File: src/rtl/uart_responder.sv
// Byte responder between UART RX and TX: queues received bytes and answers each one,
// echoing ordinary bytes and replacing a status query with an occupancy/overflow byte.
module uart_responder #(
    parameter int         DEPTH      = 8,
    parameter logic [7:0] STATUS_CMD = 8'h3F
) (
    input  logic                     clk,
    input  logic                     rst_n,
    input  logic                     en,
    input  logic                     rx_done,
    input  logic [7:0]               rx_data,
    input  logic                     tx_busy,
    input  logic                     tx_done,
    output logic                     start_tx,
    output logic [7:0]               data_in,
    output logic [$clog2(DEPTH):0]   fifo_count,
    output logic                     overflow
);
    localparam int AW = $clog2(DEPTH);
    localparam int CW = AW + 1;

    typedef enum logic [1:0] {IDLE, START, WAIT} state_t;

    state_t          state;
    state_t          next_state;
    logic [7:0]      mem [DEPTH];
    logic [AW-1:0]   wr_ptr;
    logic [AW-1:0]   rd_ptr;
    logic            pop;
    logic            push_req;
    logic            full;
    logic            accept;
    logic            is_status;
    logic [7:0]      entry;

    // Status reply carries the pre-push overflow flag and low occupancy nibble.
    function automatic logic [7:0] status_byte(input logic ovf, input logic [CW-1:0] cnt);
        logic [7:0] c8;
        c8 = 8'(cnt);
        return {ovf, 3'b000, c8[3:0]};
    endfunction

    always_ff @(posedge clk or negedge rst_n) begin
        if (!rst_n) state <= IDLE;
        else        state <= next_state;
    end

    always_comb begin
        next_state = state;
        case (state)
            IDLE:    if (pop) next_state = START;
            START:   next_state = WAIT;
            WAIT:    if (tx_done) next_state = IDLE;
            default: next_state = IDLE;
        endcase
    end

    always_comb begin
        pop       = (state == IDLE) && en && (fifo_count != '0) && !tx_busy;
        push_req  = rx_done && en;
        full      = (fifo_count == CW'(DEPTH));
        // A pop in the same cycle frees a slot, so a full FIFO still accepts.
        accept    = push_req && (!full || pop);
        is_status = (rx_data == STATUS_CMD);
        entry     = is_status ? status_byte(overflow, fifo_count) : rx_data;
    end

    always_ff @(posedge clk) begin
        if (accept) mem[wr_ptr] <= entry;
    end

    always_ff @(posedge clk or negedge rst_n) begin
        if (!rst_n) begin
            start_tx   <= 1'b0;
            data_in    <= 8'h00;
            fifo_count <= '0;
            overflow   <= 1'b0;
            wr_ptr     <= '0;
            rd_ptr     <= '0;
        end else begin
            start_tx <= (next_state == START) && (state == IDLE);
            if (pop) begin
                data_in <= mem[rd_ptr];
                rd_ptr  <= rd_ptr + AW'(1);
            end
            if (accept) wr_ptr <= wr_ptr + AW'(1);
            case ({accept, pop})
                2'b10:   fifo_count <= fifo_count + CW'(1);
                2'b01:   fifo_count <= fifo_count - CW'(1);
                default: fifo_count <= fifo_count;
            endcase
            if (push_req && !accept)      overflow <= 1'b1;
            else if (accept && is_status) overflow <= 1'b0;
        end
    end
endmodule

File: config.mk
export PLATFORM = sky130hd
export DESIGN_NAME = uart_responder
export DESIGN_NICKNAME = d
export VERILOG_FILES = /design/src/rtl/uart_responder.sv
export SDC_FILE = /design/constraint.sdc
export NUM_CORES = 1
export LEC_CHECK = 0
export CAP_MARGIN = 30
export CORE_UTILIZATION = 62
export DETAILED_ROUTE_END_ITERATION = 8
export DONT_BUFFER_PORTS = 1
export GPL_TIMING_DRIVEN = 0
export PLACE_DENSITY = 0.78
export RECOVER_POWER = 50
export SYNTH_ARGS = -nofsm -noshare
export SYNTH_HDL_FRONTEND = slang
export SYNTH_SLANG_ARGS = --single-unit
File: constraint.sdc
create_clock -name clk -period 3.7 [get_ports clk]
set_input_delay 0.74 -clock clk [delete_from_list [all_inputs] [get_ports clk]]
set_output_delay 0.74 -clock clk [all_outputs]
set_load 0.02 [all_outputs]
After elaboration in Yosys (flattened, before gate mapping) --
Memories as Yosys holds them, arrays and structs flattened. A register that Yosys moved wholly into a read port is not among the register bits. Index checks and enable logic that the tools add are counted.
Operators by class: $add $sub $neg 4, $mul 0, divide/modulo/power cells 0, $lt $le $gt $ge 0, eq/ne operators 7, shift-type cells 0, muxes and demuxes 9, bitwise operators 0, reductions and logical operators 17
Operators by type and width (count):
- 8-bit by 6-bit equality test with 1-bit output (second input constant) | 1
- 1-bit logical AND | 8
- 8-bit 2-to-1 mux | 1
- 4-bit case mux with 2 select lines | 1
- 3-bit by 1-bit adder with 3-bit output (second input constant) | 2
- 2-bit by 1-bit equality test with 1-bit output (second input constant) | 3
- 2-bit case mux with 3 select lines | 1
- 4-bit by 1-bit adder with 4-bit output (second input constant) | 1
- 2-bit equality test (second input constant) | 2
- 4-bit equality test (second input constant) | 1
- 1-bit zero test | 4
- 1-bit 2-to-1 mux | 4
- 2-bit 2-to-1 mux | 2
- 2-bit nonzero test | 2
- 4-bit nonzero test | 1
- 4-bit by 1-bit subtractor with 4-bit output (second input constant) | 1
- 2-bit zero test | 1
- 1-bit logical OR | 1
Storage, ports and cells: register bits after elaboration 14, bits in latches 0, RAM bits 64, ROM bits 0, output and inout bits 14, logic and storage cells 44, memories 1
Memories:
- mem | words 8, bits a word 8, rd ports 1, clocked after Yosys merged registers in 1, write ports 1, line 26 | logic [7:0] mem [DEPTH];

Logic depth before layout (Yosys ltp) --
Gate-level depths: netlist of run 1.
word-level depth 9, gate-level depth with buffers 11, gate-level depth less buffers 9

Worst setup path after synthesis of run 1 --
No wires, ideal clock.
path kind in2reg, from in tx_busy, to reg fifo_count[3], setup time 69 ps, data arrival time 3044 ps, setup slack 586 ps, stages 11, path buffers 2, cells stage by stage or4b_1 buf_2 a21oi_4 buf_2 nand2_1 inv_1 ha_1 a211oi_1 o21ai_0 or4_1 nand3_1
On the way: word-level cells in the longest chain between the ends 6, elaborated cells between the ends (all ways) 8, classes of those cells eq/ne: 2; mux: 1; reduce/logical: 5
Ends and longest elaborated chain:
- start: declaration | line 12 | input logic tx_busy,
- 1-bit zero test (*) | line 59 | pop = (state == IDLE) && en && (fifo_count != '0) && !tx_busy;
- 1-bit logical AND (*) | line 59
- 1-bit logical OR | line 63 | accept = push_req && (!full || pop);
- 1-bit logical AND | line 63
- 2-bit by 1-bit equality test with 1-bit output or 2-bit equality test (tied branches) | line 87 | case ({accept, pop})
- 4-bit case mux with 2 select lines or 2-bit nonzero test (tied branches)
- end signal: assignment | line 88 | 2'b10: fifo_count <= fifo_count + CW'(1);
- end signal: assignment | line 89 | 2'b01: fifo_count <= fifo_count - CW'(1);
- end signal: assignment | line 90 | default: fifo_count <= fifo_count;
- end: declaration | line 16 | output logic [$clog2(DEPTH):0] fifo_count,
Mark *: on every way between the ends. The rest lies on a longest branch, timed or not. A chain may end at the register's enable or synchronous reset.

Worst setup path after layout of run 1 --
from reg state[0], to reg fifo_count[3]
On the way: word-level cells in the longest chain between the ends 8, elaborated cells between the ends (all ways) 10, classes of those cells eq/ne: 2; mux: 1; reduce/logical: 7
Ends and longest elaborated chain:
- start: declaration | line 24 | state_t state;
- start signal: assignment | line 45 | else state <= next_state;
- 2-bit zero test (*) | line 59
- 1-bit logical AND (*) (3 in a row) | line 59
- 1-bit logical OR | line 63
- 1-bit logical AND | line 63
- 2-bit by 1-bit equality test with 1-bit output or 2-bit equality test (tied branches) | line 87
- 4-bit case mux with 2 select lines or 2-bit nonzero test (tied branches)
Marked as above.

==> flow_summary.toml, run 1 <==
[pwr]
p_int_mw = 1.99
seqPwrFrac = 0.486
finalPower_mw = 2.92
p_leak_nw = 1.39
p_switching_uw = 922
ir_drop_v = 0.000530
clockPowerShare = 0.255
p_per_area_nw_per_um2 = 748
netSwitchingFraction = 0.316
p_comb_frac = 0.259

[timing]
rsz0062_at_grt = "false"
setup_viol = 0
hold_viol = 0
layout_min_cycle_time_ps = 3380
layout_setup_ws_ps = 324
finalCritPeriodShare = 0.912
max_slew.worst_pin.slew_ps = 993
slew_headroom = 0.332
timing.fmax_mhz = 296
maxSlewViolCount = 0
fin_tns_setup_ps = 0
finClkSkew_ps = 11.0

[clocking]
h-tree-depth = 3
cts_resized = 0
numClockSinks = 86
clock_path_buffers = 2
cts_setup_buffers = 0
clock_latency_ps = 350
cts_hold_buf = 0
cts_buffers = 9
cts_root_buf = "clkbuf_8"
path_clk_slew_ps = 80
cts_tree = "built"

[synth]
netlist_area_um2 = 3560
synth-seq-cells = 86
syn_avg_cell_area_um2 = 17.2
ys_seq_area_frac = 0.695
synthesis.nets = 226
synthCells = 207
ys_warn_count = 0
synth_cell_types = 39

[route]
drc = 0
drt_iter0_drc = 118
routed.top_layer = "met4"
via_per_inst = 6.25
drtAntennaViolNets = 0
met3_length_um = 333
vias = 1869
wl_met1_mm = 2.64
post_drt_wl_per_cell_um = 21.3
routed_wirelength_mm = 6.36
first_pass_iters = 4
routed-wl-met2_mm = 3.27

[setup_path]
cp.required_ps = 3990
path_class = "reg -> reg"
start_kind = "flop"
cp_max_fo = 10
critPathArrivalTime_ps = 3660
end_kind = "flop"

[floorplanning]
fp.dieH_um = 77.7
rows = 27
ios = 28
start_util = 0.646
die_w_um = 77.7
fp.dieArea_um2 = 6040
coreArea_um2 = 5510

[min_path]
hold_path.class = "in -> async"

[global_route]
grt_pass1_wl_mm = 10.3
grt_pass1_vias = 2132
grt_usage = 0.242
grt_antenna_before_repair = 0
grt_max_degree = 23
overflow = 0

[layout]
antennaDiodeCount = 0
nets = 241
nFillCells = 340
area_growth_pct = 9.64
final_layout_size_suffix_gt1_frac = 0.198
finish.instance_area_um2 = 3900

[flow_run]
drv_cap = 0

[place]
place_area_um2 = 3680
place_hpwl_mm = 4.55
numPortBuffers = 0
place_ws_ps = 119
place_congestion = 0.875

[run_status]
status = "finished clean"
## flip-flops by register name (all words and copies together), names as in the netlist
| register | count |
|---|---|
| data_in | 8 |
| fifo_count | 4 |
| mem | 64 |
| overflow | 1 |
| rd_ptr | 3 |
| start_tx | 1 |
| state | 2 |
| wr_ptr | 3 |
## final timing paths
kind                            slack, ps  cells after the start     start            end
worst min-delay path                   70                      0     rst_n     data_in[7]
max in group asynchronous            3540                      0     rst_n  fifo_count[2]
worst max-delay path                  320                     11  state[0]  fifo_count[3]
worst min register to register        500                      1  state[0]       state[1]
min in group clk                      500                      1  state[0]       state[1]
worst max register to register        320                     11  state[0]  fifo_count[3]
## final cells by class
class                      count  area (µm²)  share of cell area
multi-input combinational    104        1010               0.260
timing repair buffer           4        20.0             0.00513
tap                           72        90.1              0.0231
inverter                       7        26.3             0.00674
clock buffer                  13         169              0.0433
buffer                        10        41.3              0.0106
sequential                    86        2470               0.634
clock inverter                 3        65.1              0.0167
## routing by layer
| metal | track usage | vias to the layer above |
|---|---|---|
| met4 | 0.123 | 0 |
| met3 | 0.0647 | 10 |
| met2 | 0.395 | 85 |
| met5 | 0 | - |
| li1 | - | 827 |
| met1 | 0.298 | 947 |
## cell families (layout without fill, tap and decap cells)
| logic type | Yosys count | after routing | share of synthesized area |
|---|---|---|---|
| buffers and inverters | 17 | 37 | 0.0204 |
| muxes | 31 | 31 | 0.144 |
| xor gates and xnor gates | 6 | 6 | 0.0148 |
| and+or+nand+nor | 41 | 41 | 0.0630 |
| adders and majority gates | 5 | 5 | 0.0197 |
| AOI/OAI and AO/OA | 21 | 21 | 0.0426 |
| DFF | 86 | 86 | 0.695 |
## power by group through the flow
| stage | clock (mW) | sequential (mW) | combinational [mW] |
|---|---|---|---|
| floorplan | 0 | 1.40 | 0.604 |
| global placement | 0 | 1.42 | 0.716 |
| detailed placement | 0 | 1.44 | 0.763 |
| CTS | 0.758 | 1.42 | 0.766 |
| global route | 0.792 | 1.44 | 0.832 |
| finish | 0.743 | 1.42 | 0.755 |
## through the flow
stage	utilization	std cells	hold WS (ps)
after floorplan	-	207	444
after global placement	0.662	279	445
after detailed placement	0.669	283	445
after CTS	0.712	299	58.6
after global routing	0.708	299	50.9
final	0.708	299	73.0
## Yosys cell counts, drive strengths merged
master / n / share of area
buf: 8 / 0.011
and2: 1 / 0.0018
nand3: 2 / 0.0028
clkbuf: 2 / 0.0021
nand4: 2 / 0.0035
fa: 1 / 0.0056
mux4: 16 / 0.10
nand2: 7 / 0.0074
nor2b: 2 / 0.0035
mux2: 2 / 0.0063
dfrtp: 22 / 0.15
xnor2: 3 / 0.0074
edfxtp: 64 / 0.54
o211ai: 1 / 0.0021
ha: 4 / 0.014
a21o: 1 / 0.0021
o21ai: 2 / 0.0028
inv: 7 / 0.0074
xor2: 3 / 0.0074
or4: 2 / 0.0042
and3: 1 / 0.0018
nor4b: 3 / 0.0074
nor3: 5 / 0.0084
or4b: 1 / 0.0028
mux2i: 13 / 0.037
nand2b: 1 / 0.0018
a31oi: 3 / 0.0095
nor4: 1 / 0.0018
a21boi: 2 / 0.0042
nor2: 11 / 0.012
o2bb2ai: 1 / 0.0025
nor3b: 2 / 0.0042
a211oi: 1 / 0.0021
a21oi: 10 / 0.017
## cells in the final DEF (no fill, tap or decap), types with 4 or more instances in the layout
cell      instances
dfrtp_1          22
inv_1             7
clkbuf_8         12
ha_1              4
edfxtp_1         64
nor3_1            4
mux4_2           16
mux2i_1          13
a21oi_1           9
nor2_1           11
buf_2             7
clkbuf_1          5
nand2_1           7
## critical path, cell delays in order, from the launching register on
cell and delay, ps:
dfrtp_1 410, or4b_1 520, clkbuf_1 210, a21oi_4 260
buf_2 330, nand2_1 140, inv_1 100, ha_1 230
a211oi_1 380, o21ai_0 190, or4_1 440, nand3_1 110
Note: power is estimated with default switching activity, not from simulation.
==> inputs of run 2 (changes only) <==
CAP_MARGIN = unset   (was 30)
==> run 2 against run 1 <==
Via count down 3.8%. Cell count down 1.0%. Worst hold slack better by 2.4 ps. Global-route usage down 1.7 points. Largest cell class unchanged. Critical path type unchanged. Core utilization down 0.80 points. Maximum frequency up 1.3%. Routed wire length down 5.7%. Die area unchanged. Count of clock-buffer cells in the layout unchanged. Sequential cell count unchanged. Register-to-register slack better by 40 ps.
==> flow_summary.toml, run 2 (synthesized netlist as in run 1, its figures left out) <==
[run_status]
status = "finished clean"

[pwr]
p_leak_nw = 1.35
finalPower_mw = 2.80
p_per_area_nw_per_um2 = 728
ir_drop_v = 0.000458

[setup_path]
end_kind = "flop"
reg2reg_slack_ps = 370
r2r-end = "mem[6][7]"
cp.required_ps = 3650
cp_cell_sequence = "or4b_1, clkbuf_1, a31oi_1, nand2_1, nor3b_1"
cp_max_fo = 8
critPathArrivalTime_ps = 3280
cp_top_family = "simple AND/OR/NAND/NOR gates"
cp_num_buf_inv = 1
r2r-start = "state[0]"
cpMaxStageDelayCell = "nor3b_1"
reg2reg_depth = 5
start_kind = "flop"
path_class = "reg -> reg"
slowest_delay_ps = 1100

[clocking]
cts_resized = 0
cts_buffers = 9
clock_latency_ps = 350
h-tree-depth = 3
cts_hold_buf = 0
path_clk_slew_ps = 80
cts_setup_buffers = 0
cts_root_buf = "clkbuf_8"
cts_tree = "built"
clock_path_buffers = 2
numClockSinks = 86

[place]
numPortBuffers = 0
place_hpwl_mm = 4.35
place_congestion = 0.875
place_area_um2 = 3660

[layout]
nFillCells = 337
fin_util = 0.700
area_growth_pct = 8.41
layout.cells.most_common = "edfxtp_1"
largest_reg_flops = 64
nets = 238
top_register = "mem"
multi_input_area_um2 = 1010
final_cell_mix = "edfxtp_1, dfrtp_1, mux4_2"
antennaDiodeCount = 0
top_regs = "mem (64), data_in (8), fifo_count (4)"
final_layout_size_suffix_gt1_frac = 0.188
regArea_um2 = 2470
finish.instance_area_um2 = 3850

[route]
post_drt_wl_per_cell_um = 20.2
drc = 0
routed_wirelength_mm = 5.99
vias = 1798
first_pass_iters = 5
drt_iter0_drc = 102
via_per_inst = 6.07
drtAntennaViolNets = 0

[global_route]
grt_max_degree = 23
grt_usage = 0.225
overflow = 0
grt_antenna_before_repair = 0
grt_pass1_vias = 1924
grt_pass1_wl_mm = 9.71

[timing]
layout_min_cycle_time_ps = 3330
timing.fmax_mhz = 300
max_slew.worst_pin.slew_ps = 1330
rsz0062_at_grt = "false"
finalCritPeriodShare = 0.900
hold_slack_ps = 75.4
setup_viol = 0
maxSlewViolCount = 0
hold_viol = 0
slew_headroom = 0.112
fin_tns_setup_ps = 0
finClkSkew_ps = 12.1

[floorplanning]
ios = 28
rows = 27
start_util = 0.646
fp.dieArea_um2 = 6040
die_w_um = 77.7
fp.dieH_um = 77.7
coreArea_um2 = 5510

[min_path]
hold_path.class = "in -> async"

[flow_run]
drv_cap = 0
==> run 2: cell count changes in the layout (fill, tap and decap cells not counted), sizes merged <==
cell and change:
clkinvlp +1, buf -2, bufinv -1, clkbuf -1
==> run 2: cell type report <==
| type | instances | area share |
|---|---|---|
| Sequential cell | 86 | 0.641 |
| Multi-Input combinational cell | 104 | 0.263 |
| Clock buffer | 13 | 0.0412 |
| Tap cell | 72 | 0.0234 |
| Buffer | 10 | 0.0117 |
| Clock inverter | 3 | 0.0110 |
| Inverter | 7 | 0.00682 |
| Timing Repair Buffer | 1 | 0.00130 |
==> run 2: worst reg2reg max path, delay by kind of cell (launching register included) <==
| kind | cells | cell delay (ps) |
|---|---|---|
| flip-flops | 1 | 410 |
| AO/OA/AOI/OAI | 1 | 490 |
| buffers and inverters | 1 | 200 |
| AND/OR/NAND/NOR | 3 | 1830 |
==> run 2: worst max path at each step <==
stage / from / depth (start not counted) / endpoint
after floorplan: tx_busy / 11 / fifo_count[3]
after global placement: tx_busy / 11 / fifo_count[3]
after detailed placement: tx_busy / 11 / fifo_count[3]
after CTS: state[0] / 11 / fifo_count[3]
after global routing: state[0] / 11 / fifo_count[3]
final: state[0] / 5 / mem[6][7]
==> run 2: through the flow <==
stage                     setup slack, ps  cells
after global routing                  129    296
after global placement                279    279
after CTS                             413    295
after detailed placement              152    279
final                                 368    296
after floorplan                       586    207
==> run 2: per-layer routing <==
metal,vias up,global-route usage,part of all wire
li1,825,-,-
met1,902,0.285,0.43
met2,67,0.367,0.51
met3,4,0.0647,0.057
met4,0,0.0906,0.0077
met5,-,0,0
==> run 2: where the power goes <==
part | internal, mW | switching (mW)
Clock | 0.349 | 0.304
Sequential | 1.20 | 0.212
Combinational | 0.354 | 0.384
==> inputs of run 3 (changes only) <==
--- a/config.mk
+++ b/config.mk
@@ -7,2 +7,3 @@
 export LEC_CHECK = 0
+export CORE_ASPECT_RATIO = 1.25
 export CORE_UTILIZATION = 62
--- a/constraint.sdc
+++ b/constraint.sdc
@@ -3,2 +3,2 @@
 set_output_delay 0.74 -clock clk [all_outputs]
-set_load 0.02 [all_outputs]
+set_load 0.01 [all_outputs]
==> run 3 against run 2 <==
Combinational power up 1%. Setup slack worse by 28 ps. Sequential cell count unchanged. First-iteration DRC count down 7.8%. Non-clock buffer count down 1. Critical path type unchanged. Highest routed layer unchanged.
==> flow_summary.toml, run 3 (synthesized netlist as in run 1, its figures left out) <==
[route]
wl_met1_mm = 2.38
vias = 1816
drc = 0
routed_wirelength_mm = 6.05
post_drt_wl_per_cell_um = 21.1
drt_iter0_drc = 94
via_per_inst = 6.33
drtAntennaViolNets = 0
first_pass_iters = 4
routed-wl-met2_mm = 3.16
met3_length_um = 375
routed.top_layer = "met4"

[floorplanning]
die_w_um = 69.7
fp.dieH_um = 86.7
fp.dieArea_um2 = 6040
start_util = 0.649
rows = 30
ios = 28
coreArea_um2 = 5480

[place]
numPortBuffers = 0
dp.cells = 271
place_area_um2 = 3650
place_congestion = 0.890
place_hpwl_mm = 4.40
place_ws_ps = 183

[flow_run]
drv_cap = 0

[timing]
hold_viol = 0
setup_viol = 0
fin_tns_setup_ps = 0
rsz0062_at_grt = "false"
finalCritPeriodShare = 0.908
layout_min_cycle_time_ps = 3360
hold_slack_ps = 69.7
maxSlewViolCount = 0
slew_headroom = 0.156
timing.fmax_mhz = 298
layout_setup_ws_ps = 341
finClkSkew_ps = 13.0
max_slew.worst_pin.slew_ps = 1260

[layout]
final_cells = 287
area_growth_pct = 9.08
fin_util = 0.708
nFillCells = 354
regArea_um2 = 2470
top_register = "mem"
final_layout_size_suffix_gt1_frac = 0.184
multi_input_area_um2 = 1010
final_cell_mix = "edfxtp_1, dfrtp_1, mux4_2"
finish.instance_area_um2 = 3880
antennaDiodeCount = 0
top_regs = "mem (64), data_in (8), fifo_count (4)"
nets = 237
largest_reg_flops = 64
layout.cells.most_common = "edfxtp_1"

[setup_path]
path_class = "reg -> reg"
cp_max_fo = 10
critPathArrivalTime_ps = 3650
cp.required_ps = 3990
start_kind = "flop"
end_kind = "flop"

[pwr]
p_int_mw = 2.02
p_switching_uw = 854
clockPowerShare = 0.267
finalPower_mw = 2.88
p_per_area_nw_per_um2 = 742
p_comb_frac = 0.260
netSwitchingFraction = 0.297
ir_drop_v = 0.000434
seqPwrFrac = 0.473
p_leak_nw = 1.37

[clocking]
cts_root_buf = "clkbuf_8"
h-tree-depth = 3
cts_buffers = 9
cts_setup_buffers = 0
cts_tree = "built"
cts_hold_buf = 0
cts_resized = 0
path_clk_slew_ps = 80
numClockSinks = 86
clock_path_buffers = 2
clock_latency_ps = 350

[global_route]
grt_pass1_wl_mm = 9.67
grt_pass1_vias = 1953
overflow = 0
grt_max_degree = 23
grt_usage = 0.226
grt_antenna_before_repair = 0

[run_status]
status = "finished clean"

[min_path]
hold_path.class = "in -> async"
[run 3: changes by cell type in the layout (fill, tap and decap cells not counted)]
| cell | change |
|---|---|
| buf_2 | -1 |
| clkinvlp_4 | -1 |
| clkbuf_8 | -1 |
| bufinv_16 | +2 |
[run 3: worst paths after layout]
path                               start       endpoint  slack (ps)  cells past startpoint
worst max-delay path            state[0]  fifo_count[3]         340                     11
worst min-delay path               rst_n     data_in[1]          70                      0
worst max register to register  state[0]  fifo_count[3]         340                     11
worst min register to register  state[0]       state[1]         510                      1
max in group asynchronous          rst_n      wr_ptr[2]        3550                      0
min in group clk                state[0]       state[1]         510                      1
[run 3: final cells by class]
| type | instances | area share |
|---|---|---|
| plain buffers | 10 | 0.0116 |
| clock buffers | 12 | 0.0374 |
| clock inverters | 4 | 0.0245 |
| inverters | 7 | 0.00677 |
| multi-input cells | 104 | 0.262 |
| flip-flops and latches | 86 | 0.637 |
| well taps | 64 | 0.0206 |
[run 3: power by group through the flow]
| stage | Clock (mW) | Sequential, mW | Combinational [mW] |
|---|---|---|---|
| floorplan | 0 | 1.35 | 0.604 |
| detailed placement | 0 | 1.39 | 0.756 |
| global placement | 0 | 1.36 | 0.708 |
| finish | 0.770 | 1.36 | 0.748 |
| global route | 0.827 | 1.39 | 0.820 |
| CTS | 0.785 | 1.37 | 0.759 |
[run 3: critical path, cell delays in order, from the launching register on]
cell      delay, ps
dfrtp_1         410
or4b_1          510
clkbuf_1        200
a21oi_4         250
buf_2           310
nand2_1         130
inv_1           100
ha_1            230
a211oi_1        410
o21ai_0         200
or4_1           440
nand3_1         100
[run 3: layer usage]
| layer | vias up | global-route usage |
|---|---|---|
| met2 | 73 | 0.380 |
| met4 | 0 | 0.104 |
| li1 | 822 | - |
| met3 | 14 | 0.0802 |
| met5 | - | 0 |
| met1 | 907 | 0.263 |
